### config.mk
export PLATFORM = sky130hd
export DESIGN_NAME = paj7620_i2c_slave_flat
export DESIGN_NICKNAME = d
export VERILOG_FILES = /design/src/rtl/paj7620_pkg.sv /design/src/rtl/paj7620_i2c_slave_if.sv /design/src/rtl/i2c_line_sync.sv /design/src/rtl/paj7620_i2c_slave.sv /design/src/flat_wrapper.sv
export SDC_FILE = /design/constraint.sdc
export NUM_CORES = 1
export LEC_CHECK = 0
export BUFFER_PORTS_ARGS = -buffer_cell sky130_fd_sc_hd__buf_2
export CAP_MARGIN = 20
export CORE_UTILIZATION = 45
export DETAILED_ROUTE_END_ITERATION = 10
export PLACE_DENSITY_LB_ADDON = 0.3
export SYNTH_ARGS = -nofsm -noshare
export SYNTH_HDL_FRONTEND = slang
export SYNTH_HIERARCHICAL = 1
export SYNTH_SLANG_ARGS = --single-unit
export TNS_END_PERCENT = 5
### constraint.sdc
create_clock -name sys_clk -period 2.5 [get_ports sys_clk]
set_input_delay 0.125 -clock sys_clk [delete_from_list [all_inputs] [get_ports sys_clk]]
set_output_delay 0.125 -clock sys_clk [all_outputs]
set_load 0.05 [all_outputs]
### src/rtl/paj7620_pkg.sv
// Shared definitions for the PAJ7620 I2C target emulation.
//   state_t       : protocol FSM states of the target.
//   REG_*         : register addresses the target decodes.
//   GES_*         : bit positions inside the gesture flag byte; the
//                   master-side top decodes gesture reads with these.
package paj7620_pkg;

   typedef enum logic [3:0] {
      ST_IDLE,
      ST_ADDR,
      ST_ADDR_ACK,
      ST_REG,
      ST_REG_ACK,
      ST_WDATA,
      ST_WDATA_ACK,
      ST_RDATA,
      ST_RDATA_ACK,
      ST_IGNORE
   } state_t;

   localparam logic [7:0] REG_BANK_SEL = 8'hEF;
   localparam logic [7:0] REG_GES_FLAG = 8'h43;
   localparam logic [7:0] REG_ID_LO    = 8'h00;
   localparam logic [7:0] REG_ID_HI    = 8'h01;

   localparam int GES_UP       = 0;
   localparam int GES_DOWN     = 1;
   localparam int GES_LEFT     = 2;
   localparam int GES_RIGHT    = 3;
   localparam int GES_FORWARD  = 4;
   localparam int GES_BACKWARD = 5;
   localparam int GES_CW       = 6;
   localparam int GES_CCW      = 7;

endpackage

### src/rtl/paj7620_i2c_slave_if.sv
// I2C bus seen by the PAJ7620 target.
//   scl    : clock from the master.
//   sda_in : resolved SDA line level (wired-AND of all drivers).
//   sda_oe : 1 = target pulls SDA low, 0 = target releases SDA.
// The master side owns scl and resolves sda_in; the target only ever
// pulls low through sda_oe, never drives a high level.
interface paj7620_i2c_slave_if;
   logic scl;
   logic sda_in;
   logic sda_oe;

   modport master (output scl, output sda_in, input sda_oe);
   modport slave  (input scl, input sda_in, output sda_oe);
endinterface

### src/rtl/i2c_line_sync.sv
// Brings SCL/SDA into the system clock domain and flags bus events.
//   clk       : system clock.
//   scl_in    : raw SCL.        sda_in : raw SDA.
//   scl_rise  : one-cycle pulse, synchronized SCL went 0->1.
//   scl_fall  : one-cycle pulse, synchronized SCL went 1->0.
//   start_det : SDA fell while SCL stayed high.
//   stop_det  : SDA rose while SCL stayed high.
//   sda_s     : synchronized SDA level.
// The synchronizer and delay flops are deliberately not reset: they keep
// tracking the real line levels through a reset so that releasing reset
// in the middle of a transfer cannot fabricate a START or STOP.
module i2c_line_sync #(
   parameter int SYNC_STAGES = 2
) (
   input  logic clk,
   input  logic scl_in,
   input  logic sda_in,
   output logic scl_rise,
   output logic scl_fall,
   output logic start_det,
   output logic stop_det,
   output logic sda_s
);

   logic [SYNC_STAGES-1:0] scl_sync_q, scl_sync_d;
   logic [SYNC_STAGES-1:0] sda_sync_q, sda_sync_d;
   logic                   scl_dly_q, scl_dly_d;
   logic                   sda_dly_q, sda_dly_d;
   logic                   scl_s;

   always_comb begin
      scl_sync_d = {scl_sync_q[SYNC_STAGES-2:0], scl_in};
      sda_sync_d = {sda_sync_q[SYNC_STAGES-2:0], sda_in};
      scl_dly_d  = scl_sync_q[SYNC_STAGES-1];
      sda_dly_d  = sda_sync_q[SYNC_STAGES-1];
   end

   always_ff @(posedge clk) begin
      scl_sync_q <= scl_sync_d;
      sda_sync_q <= sda_sync_d;
      scl_dly_q  <= scl_dly_d;
      sda_dly_q  <= sda_dly_d;
   end

   assign scl_s     = scl_sync_q[SYNC_STAGES-1];
   assign sda_s     = sda_sync_q[SYNC_STAGES-1];
   assign scl_rise  = scl_s & ~scl_dly_q;
   assign scl_fall  = ~scl_s & scl_dly_q;
   // SCL must be high in both the current and previous sample so an SDA
   // change coincident with an SCL edge is not taken as START/STOP.
   assign start_det = scl_s & scl_dly_q & sda_dly_q & ~sda_s;
   assign stop_det  = scl_s & scl_dly_q & ~sda_dly_q & sda_s;

endmodule

### src/rtl/paj7620_i2c_slave.sv
// I2C target emulating the PAJ7620 gesture sensor register interface.
//   sys_clk/sys_rst : system clock, synchronous active-high reset.
//   bus             : I2C bus (scl, sda_in in; sda_oe out).
//   gesture_valid   : one-cycle strobe loading gesture_data into the flag reg.
//   wr_valid/wr_bank/wr_addr/wr_data : write report, see below.
//   busy            : high from START to STOP.
//   state_dbg       : current protocol state.
// wr_valid is a one-cycle strobe with no back-pressure: wr_bank/wr_addr/
// wr_data are valid in the cycle wr_valid is high and hold until the next
// strobe; the consumer must take them in that cycle.
module paj7620_i2c_slave
   import paj7620_pkg::*;
#(
   parameter logic [6:0] DEV_ADDR    = 7'h73,
   parameter int         SYNC_STAGES = 2,
   parameter logic [7:0] ID_LO       = 8'h20,
   parameter logic [7:0] ID_HI       = 8'h76
) (
   input  logic                      sys_clk,
   input  logic                      sys_rst,
   paj7620_i2c_slave_if.slave        bus,
   input  logic                      gesture_valid,
   input  logic [7:0]                gesture_data,
   output logic                      wr_valid,
   output logic                      wr_bank,
   output logic [7:0]                wr_addr,
   output logic [7:0]                wr_data,
   output logic                      busy,
   output state_t                    state_dbg
);

   logic scl_rise, scl_fall, start_det, stop_det, sda_s;

   i2c_line_sync #(.SYNC_STAGES(SYNC_STAGES)) u_sync (
      .clk       (sys_clk),
      .scl_in    (bus.scl),
      .sda_in    (bus.sda_in),
      .scl_rise  (scl_rise),
      .scl_fall  (scl_fall),
      .start_det (start_det),
      .stop_det  (stop_det),
      .sda_s     (sda_s)
   );

   state_t     state_q, state_d;
   logic [2:0] bit_cnt_q, bit_cnt_d;
   logic [7:0] sh_q, sh_d;
   logic [7:0] tx_q, tx_d;
   logic [7:0] ptr_q, ptr_d;
   logic       bank_q, bank_d;
   logic [7:0] ges_q, ges_d;
   logic       oe_q, oe_d;
   logic       wr_valid_q, wr_valid_d;
   logic       wr_bank_q, wr_bank_d;
   logic [7:0] wr_addr_q, wr_addr_d;
   logic [7:0] wr_data_q, wr_data_d;
   logic       busy_q, busy_d;
   logic [7:0] rx_byte;
   logic [7:0] rd_val;
   logic       ges_clr;

   function automatic logic [7:0] read_map(input logic bank, input logic [7:0] addr,
                                           input logic [7:0] ges);
      logic [7:0] v;
      v = 8'h00;
      if (addr == REG_BANK_SEL) begin
         v = {7'b0, bank};
      end else if (!bank) begin
         case (addr)
            REG_ID_LO:    v = ID_LO;
            REG_ID_HI:    v = ID_HI;
            REG_GES_FLAG: v = ges;
            default:      v = 8'h00;
         endcase
      end
      return v;
   endfunction

   always_comb begin
      state_d    = state_q;
      bit_cnt_d  = bit_cnt_q;
      sh_d       = sh_q;
      tx_d       = tx_q;
      ptr_d      = ptr_q;
      bank_d     = bank_q;
      ges_d      = ges_q;
      oe_d       = oe_q;
      wr_valid_d = 1'b0;
      wr_bank_d  = wr_bank_q;
      wr_addr_d  = wr_addr_q;
      wr_data_d  = wr_data_q;
      busy_d     = busy_q;
      ges_clr    = 1'b0;
      rx_byte    = {sh_q[6:0], sda_s};
      rd_val     = read_map(bank_q, ptr_q, ges_q);

      if (stop_det) begin
         state_d = ST_IDLE;
         oe_d    = 1'b0;
         busy_d  = 1'b0;
      end else if (start_det) begin
         state_d   = ST_ADDR;
         bit_cnt_d = 3'd0;
         oe_d      = 1'b0;
         busy_d    = 1'b1;
      end else if (scl_fall) begin
         // All SDA driving changes happen here, while SCL is low.
         case (state_q)
            ST_ADDR_ACK, ST_REG_ACK, ST_WDATA_ACK: oe_d = 1'b1;
            ST_RDATA: begin
               if (bit_cnt_q == 3'd0) begin
                  // First fall of a read byte: snapshot the register value.
                  oe_d = ~rd_val[7];
                  tx_d = {rd_val[6:0], 1'b0};
               end else begin
                  oe_d = ~tx_q[7];
                  tx_d = {tx_q[6:0], 1'b0};
               end
            end
            default: oe_d = 1'b0;
         endcase
      end else if (scl_rise) begin
         case (state_q)
            ST_ADDR: begin
               sh_d      = rx_byte;
               bit_cnt_d = bit_cnt_q + 3'd1;
               if (bit_cnt_q == 3'd7) begin
                  state_d = (rx_byte[7:1] == DEV_ADDR) ? ST_ADDR_ACK : ST_IGNORE;
               end
            end
            ST_ADDR_ACK: state_d = sh_q[0] ? ST_RDATA : ST_REG;
            ST_REG: begin
               sh_d      = rx_byte;
               bit_cnt_d = bit_cnt_q + 3'd1;
               if (bit_cnt_q == 3'd7) begin
                  ptr_d   = rx_byte;
                  state_d = ST_REG_ACK;
               end
            end
            ST_REG_ACK: state_d = ST_WDATA;
            ST_WDATA: begin
               sh_d      = rx_byte;
               bit_cnt_d = bit_cnt_q + 3'd1;
               if (bit_cnt_q == 3'd7) begin
                  state_d = ST_WDATA_ACK;
               end
            end
            ST_WDATA_ACK: begin
               // Report with the bank in force before a bank-select write.
               wr_valid_d = 1'b1;
               wr_bank_d  = bank_q;
               wr_addr_d  = ptr_q;
               wr_data_d  = sh_q;
               if (ptr_q == REG_BANK_SEL) begin
                  bank_d = sh_q[0];
               end
               ptr_d   = ptr_q + 8'd1;
               state_d = ST_WDATA;
            end
            ST_RDATA: begin
               bit_cnt_d = bit_cnt_q + 3'd1;
               if (bit_cnt_q == 3'd7) begin
                  state_d = ST_RDATA_ACK;
               end
            end
            ST_RDATA_ACK: begin
               ges_clr = !bank_q && (ptr_q == REG_GES_FLAG);
               if (!sda_s) begin
                  ptr_d   = ptr_q + 8'd1;
                  state_d = ST_RDATA;
               end else begin
                  state_d = ST_IGNORE;
               end
            end
            default: ;
         endcase
      end

      // A fresh gesture beats a clear landing in the same cycle.
      if (gesture_valid) begin
         ges_d = gesture_data;
      end else if (ges_clr) begin
         ges_d = 8'h00;
      end
   end

   always_ff @(posedge sys_clk) begin
      if (sys_rst) begin
         state_q    <= ST_IDLE;
         bit_cnt_q  <= 3'd0;
         sh_q       <= 8'h00;
         tx_q       <= 8'h00;
         ptr_q      <= 8'h00;
         bank_q     <= 1'b0;
         ges_q      <= 8'h00;
         oe_q       <= 1'b0;
         wr_valid_q <= 1'b0;
         wr_bank_q  <= 1'b0;
         wr_addr_q  <= 8'h00;
         wr_data_q  <= 8'h00;
         busy_q     <= 1'b0;
      end else begin
         state_q    <= state_d;
         bit_cnt_q  <= bit_cnt_d;
         sh_q       <= sh_d;
         tx_q       <= tx_d;
         ptr_q      <= ptr_d;
         bank_q     <= bank_d;
         ges_q      <= ges_d;
         oe_q       <= oe_d;
         wr_valid_q <= wr_valid_d;
         wr_bank_q  <= wr_bank_d;
         wr_addr_q  <= wr_addr_d;
         wr_data_q  <= wr_data_d;
         busy_q     <= busy_d;
      end
   end

   assign bus.sda_oe = oe_q;
   assign wr_valid   = wr_valid_q;
   assign wr_bank    = wr_bank_q;
   assign wr_addr    = wr_addr_q;
   assign wr_data    = wr_data_q;
   assign busy       = busy_q;
   assign state_dbg  = state_q;

endmodule

### src/flat_wrapper.sv
// flat-port wrapper written by rule: the top's interface ports become plain ports
module paj7620_i2c_slave_flat import paj7620_pkg::*;
#(
   parameter logic [6:0] DEV_ADDR    = 7'h73,
   parameter int         SYNC_STAGES = 2,
   parameter logic [7:0] ID_LO       = 8'h20,
   parameter logic [7:0] ID_HI       = 8'h76
)
  (sys_clk, sys_rst, gesture_valid, gesture_data, wr_valid, wr_bank, wr_addr, wr_data, busy, state_dbg, bus_scl, bus_sda_in, bus_sda_oe);
  paj7620_i2c_slave_if bus_i ();
  input  logic sys_clk;
  input  logic sys_rst;
  input  logic gesture_valid;
  input  logic [7:0] gesture_data;
  output logic wr_valid;
  output logic wr_bank;
  output logic [7:0] wr_addr;
  output logic [7:0] wr_data;
  output logic busy;
  output state_t state_dbg;
  input wire logic [$bits(bus_i.scl)-1:0] bus_scl;
  input wire logic [$bits(bus_i.sda_in)-1:0] bus_sda_in;
  output wire logic [$bits(bus_i.sda_oe)-1:0] bus_sda_oe;
  assign bus_i.scl = bus_scl;
  assign bus_i.sda_in = bus_sda_in;
  assign bus_sda_oe = bus_i.sda_oe;
  paj7620_i2c_slave #(.DEV_ADDR(DEV_ADDR), .SYNC_STAGES(SYNC_STAGES), .ID_LO(ID_LO), .ID_HI(ID_HI)) u_core (.sys_clk(sys_clk), .sys_rst(sys_rst), .bus(bus_i), .gesture_valid(gesture_valid), .gesture_data(gesture_data), .wr_valid(wr_valid), .wr_bank(wr_bank), .wr_addr(wr_addr), .wr_data(wr_data), .busy(busy), .state_dbg(state_dbg));
endmodule
* Yosys cells after proc, flatten, opt, wreduce, memory -nomap -nowiden *
Index checks and enable logic that the tools add are counted.

storage, ports and cells
  register bits = 66
  input bits = 13
  output and inout port bits = 24
  logic and storage cells = 117

operators by class
  add/sub/neg operators = 2
  equal/unequal tests = 23
  mux-type cells = 32
  bitwise logic cells = 17
  reductions and logical operators = 25

operator list
  cell                                                                      number
  8-bit two-way mux                                                         7
  8-bit case mux with 3 select lines                                        2
  4-bit case mux with 7 select lines                                        1
  4-bit two-way mux                                                         6
  7-bit AND reduction                                                       3
  4-bit by 3-bit equality test with 1-bit output (second input constant)    4
  3-bit two-way mux                                                         5
  3-bit by 1-bit inequality test with 1-bit output (second input constant)  4
  1-bit two-way mux                                                         10
  1-bit NOT                                                                 10
  5-bit AND reduction                                                       2
  3-bit OR reduction                                                        3
  8-bit by 1-bit adder with 8-bit output (second input constant)            1
  4-bit by 2-bit equality test with 1-bit output (second input constant)    2
  8-bit by 1-bit equality test with 1-bit output (second input constant)    1
  8-bit by 7-bit equality test with 1-bit output (second input constant)    1
  8-bit equality test (second input constant)                               1
  8-bit zero test                                                           1
  2-bit by 1-bit inequality test with 1-bit output (second input constant)  4
  4-bit AND reduction                                                       2
  8-bit nonzero test                                                        1
  1-bit AND                                                                 7
  7-bit equality test (second input constant)                               1
  7-bit nonzero test                                                        1
  15 further kinds                                                          19

* Depth between registers and ports, before layout *
  depth in word-level cells = 9
  depth in mapped cells = 8
  mapped depth without buffers = 6

* By module *
The synthesis kept the hierarchy.

modules (own cells, without submodules)
  module             instances  cells an instance  area each (sq um)  seq. area each (sq um)
  paj7620_i2c_slave  1          373                2,992.9            1,181.1
  i2c_line_sync      1          10                 155.1              120.1

* Worst setup path before layout *
Ideal clock, no wire load.

  path kind = reg-to-reg
  start = register u_core.u_sync.sda_sync_q[1]
  end = register u_core.ptr_q[1]
  arrival = 2.187 ns
  data required time = 2.364 ns
  setup slack = 0.177 ns
  stages on the path, launching flop included = 7
  path buffers = 1
  clock period less this slack = 2.323 ns
  cell sequence = dfxtp_1 and4b_1 buf_2 or4b_2 a21o_1 a2111oi_0 a211oi_1

on the way
  longest elaborated chain between the ends = 4
  elaborated cells on any way between the ends = 7

RTL lines
  item                           line                      RTL
  start: declaration             i2c_line_sync.sv:26       logic [SYNC_STAGES-1:0] sda_sync_q, sda_sync_d;
  start signal: assignment       i2c_line_sync.sv:40       sda_sync_q <= sda_sync_d;
  1-bit NOT                      i2c_line_sync.sv:51       assign start_det = scl_s & scl_dly_q & sda_dly_q & ~sda_s;
  1-bit AND                      i2c_line_sync.sv:51
  via u_core.start_det           paj7620_i2c_slave.sv:32   logic scl_rise, scl_fall, start_det, stop_det, sda_s;
  1-bit NOT (no line)            -
  7-bit AND reduction (no line)  -
  end signal: assignment         paj7620_i2c_slave.sv:207  ptr_q <= ptr_d;
  end: declaration               paj7620_i2c_slave.sv:49   logic [7:0] ptr_q, ptr_d;

The timed path passes the listed nets, and every way through them passes these cells.
A chain may end at the register's enable or synchronous reset.

* Final worst setup path *
  start = register u_core.u_sync.sda_sync_q[1]
  end = register u_core.ptr_q[3]

The elaborated chain is that of the path after synthesis.

==> key figures <==
Yosys
  – Flop and latch count out of synthesis: 65
  – Post-synthesis compound-gate area fraction: 21.5%
  – Area of the mapped netlist: 3150 sq um
  – Synthesized Nets: 402
  – Avg Inst Size Synth: 8.22 sq um
  – Synth Warn #: 6
  – Simple-gate share of the synthesized area: 26.9%
  – Post-synthesis cell count: 383
  – Post-Synth Adder-Cell Area: 2.38%
  – Largest family of logic cells by synthesized area: simple AND/OR/NAND/NOR gates
  – Synth Area in XOR/XNOR: 0%
  – Multiplexer share of the synthesized area: 3.50%
  – Most used DFF post-synth: dfxtp_1
  – Number of enable flip-flop cells after synthesis: 0
  – Post-synthesis sequential area ratio: 41.3%
  – Async SR Flop Fraction: 0%
  – Unique masters post-synth: 59

Pwr
  – Gate power share: 4.6%
  – P_int: 1.53 mW
  – Sw Share: 22.5%
  – Leakage: 1.42 nW
  – Seq pwr share: 53.5%
  – Clk network pwr share: 41.9%
  – VDD IR max: roughly 360 uV
  – PwrDens: 541 nW/um^2
  – Net Sw Power: approximately 450 uW

Placed design
  – Final HPWL DP: 5.20 mm
  – Placed cells: slightly above 500
  – Port Buffers: 36
  – Routability Congestion: between 0.8 and 0.9
  – Placed cell area: 3470 sq um

Die
  – I/O pin count: 37
  – Die Y: ~86 microns
  – Core area: 6790 sq um
  – Die X: 85.6 microns
  – Row cnt: 30
  – Die area: 7330 sq um
  – Starting Density: 46.3%

Setup path
  – Critical-path cell list: and4b_1, or4b_2, a21o_1, o311ai_0, o31ai_1
  – R2r setup slk: 0.20 ns
  – R2r startpoint: u_core/u_sync/sda_sync_q[1]
  – Setup crit start kind: flip-flop
  – Reg2reg end: u_core/ptr_q[3]
  – CP endpoint kind: flip-flop
  – Worst Path Required: 2.71 ns
  – WP buf/inv: 0
  – Cell depth of the worst setup path: 5
  – Worst-path fanout max: 7
  – Family with the most delay on the worst path: simple AND/OR/NAND/NOR gates
  – Setup CP Type: reg2reg
  – Slowest stage delay, CP: 0.75 ns
  – Slowest-stage cell, CP: or4b_2
  – R2r worst-path depth: 5
  – CP arrival: about 2.5 ns

Clock network
  – CTS tree: built
  – Clk sinks: 65
  – Post-cts sizing count: 0
  – H-tree levels: 3
  – CTS clk-pin slew, worst paths: 0.07 ns
  – Cts bufs inserted: 9
  – Clk buf depth: 2
  – Worst skew pair latency: roughly 0.35 ns
  – Clock tree root buffer cell: clkbuf_8

Timing
  – Hold Violations, Final: 0
  – Setup violators final: 0
  – Slew HR: 60.3%
  – Worst hold margin: 0.0219 ns
  – Min cycle time layout: 2.30 ns
  – Fin crit share: a little over 90%
  – FMAX: 434 MHz
  – Unrepaired setup endpoints after global routing: no
  – Final setup TNS: 0 ns
  – Max-slew violations: 0
  – Clk_skew: 0.0110 ns
  – Worst-Margin Slew: around 0.59 ns

Global route
  – Largest net degree at the start of global routing: 46
  – GRT Overall Usage: 21.5%
  – Total grt overflow: 0
  – Number of global-route vias before repair: 2,608
  – Antenna violations before repair: 0
  – First-pass GRT wire length: 12.4 mm

Status
  – Status: completed

Route
  – Final ANT Viol Nets: 0
  – Router iterations before antenna repair: 5
  – DR vias/cell: between 5 and 6
  – DR vias: 2,919
  – Drt drc: 0
  – DR iter-0 viols: between 200 and 300
  – WL final: 7.53 mm
  – WL/cell: 14.4 microns

Min path
  – Hold Crit Endpoint: u_core/ges_q[4]
  – Hold Path Depth: 3
  – Worst min path class: in2reg
  – Hold Startpoint: gesture_data[4]

Layout
  – Fillers: 676
  – Non-Filler Instances: ~520
  – Final instance area: 3660 sq um
  – Nets: 442
  – Share of cells above drive strength 1: a little under a fifth
  – Most frequent cells in the layout: nand2_1, dfxtp_1, a21oi_1, buf_2, nor2_1
  – Commonest non-fill, non-tap cell in the layout: nand2_1
  – Layout area overhead: 16.3%
  – Antenna diode count: 0

Job
  – Max-cap viol count: 0
==> what timing repair did <==
| action | in CTS | in global routing |
|---|---|---|
| hold buffers | 2 | 0 |
| hold endpoints to repair | 2 | 0 |
| buffers inserted | 0 | 0 |
==> worst register-to-register path, cell delays in order (launching register included) <==
cell and delay (ns):
dfxtp_1 0.42, and4b_1 0.23, or4b_2 0.75, a21o_1 0.28, o311ai_0 0.37, o31ai_1 0.13
==> routing by layer <==
layer  vias up  routed length [microns]  GRT usage (%)
li1       1461                        -              -
met5         -                        0              0
met2        72                     3470           33.1
met3        11                      390           5.97
met4         0                      106           7.27
met1      1375                     3560           29.0
==> area by class of cell <==
class / instances / area (sq um) / share of cell area [%]
Tap cell: 96 / 120 / 3.28
Clock buffer: 11 / 131 / 3.59
Sequential cell: 65 / 1300 / 35.5
Inverter: 8 / 30.0 / 0.820
Clock inverter: 4 / 45.0 / 1.23
Multi-Input combinational cell: 284 / 1710 / 46.6
Timing Repair Buffer: 55 / 328 / 8.95
==> power groups by stage <==
stage          logic, mW  clock network (mW)  registers, mW
3_3_place_gp      0.0873                   0           1.08
5_1_grt            0.100               0.895           1.06
3_5_place_dp      0.0882                   0           1.08
2_1_floorplan     0.0506                   0           1.09
4_1_cts           0.0910               0.853           1.06
6_report          0.0913               0.830           1.06
==> kinds of logic after synthesis <==
kind of cell               after synthesis
muxes                                   11
buffers and inverters                   34
DFF                                     65
AOI/OAI and AO/OA                      104
and+or+nand+nor                        163
adders and majority gates                6
==> state kept, by name (all words and copies together) (netlist names) <==
name / cells
u_core/ges_q: 8
u_core/ptr_q: 8
u_core/sh_q: 8
u_core/wr_addr: 8
u_core/wr_data: 8
u_core/tx_q: 7
u_core/state_dbg: 4
u_core/bit_cnt_q: 3
u_core/u_sync/scl_sync_q: 2
u_core/u_sync/sda_sync_q: 2
u_core/bank_q: 1
u_core/bus.sda_oe: 1
u_core/busy: 1
u_core/u_sync/scl_dly_q: 1
u_core/u_sync/sda_dly_q: 1
u_core/wr_bank: 1
u_core/wr_valid: 1
==> through the flow <==
step	utilization, %	power, mW	setup slack (ns)
floorplan	-	1.14	0.177
global placement	51.0	1.17	0.285
detailed placement	51.0	1.17	0.221
CTS	53.9	2.00	0.202
global route	53.9	2.05	0.0668
finish	53.9	1.98	0.197
==> worst max-delay path by stage <==
stage	from	end
final	u_core/u_sync/sda_sync_q[1]	u_core/ptr_q[3]
after global routing	u_core/state_dbg[3]	u_core/ptr_q[1]
after CTS	u_core/u_sync/sda_sync_q[1]	u_core/ptr_q[3]
after detailed placement	u_core/u_sync/sda_sync_q[1]	u_core/ptr_q[3]
after global placement	u_core/u_sync/sda_sync_q[1]	u_core/ptr_q[1]
after floorplan	u_core/u_sync/sda_sync_q[1]	u_core/ptr_q[1]
==> synthesized netlist by cell type, drive strengths merged, types with 3 or more instances <==
library cell	n	share of area (%)
nor4	3	0.79
nor2	31	3.8
a22oi	6	1.4
o31ai	3	0.72
a21o	3	0.72
nand2	67	8.0
o21ai	11	1.7
and4b	3	0.95
mux2i	11	3.5
a2111oi	3	0.83
ha	6	2.4
nand3b	4	0.95
nand2b	5	0.99
dfxtp	65	41
or2	3	0.60
inv	8	0.95
o311ai	3	0.83
clkbuf	20	2.4
o32ai	4	1.1
buf	6	1.1
o211ai	3	0.72
a21oi	40	6.5
nand4	4	0.79
nor2b	9	1.8
a211oi	13	3.1
nand3	9	1.4
and3	4	0.79
nor3	4	0.79
Note: power is estimated with default switching activity, not from simulation.
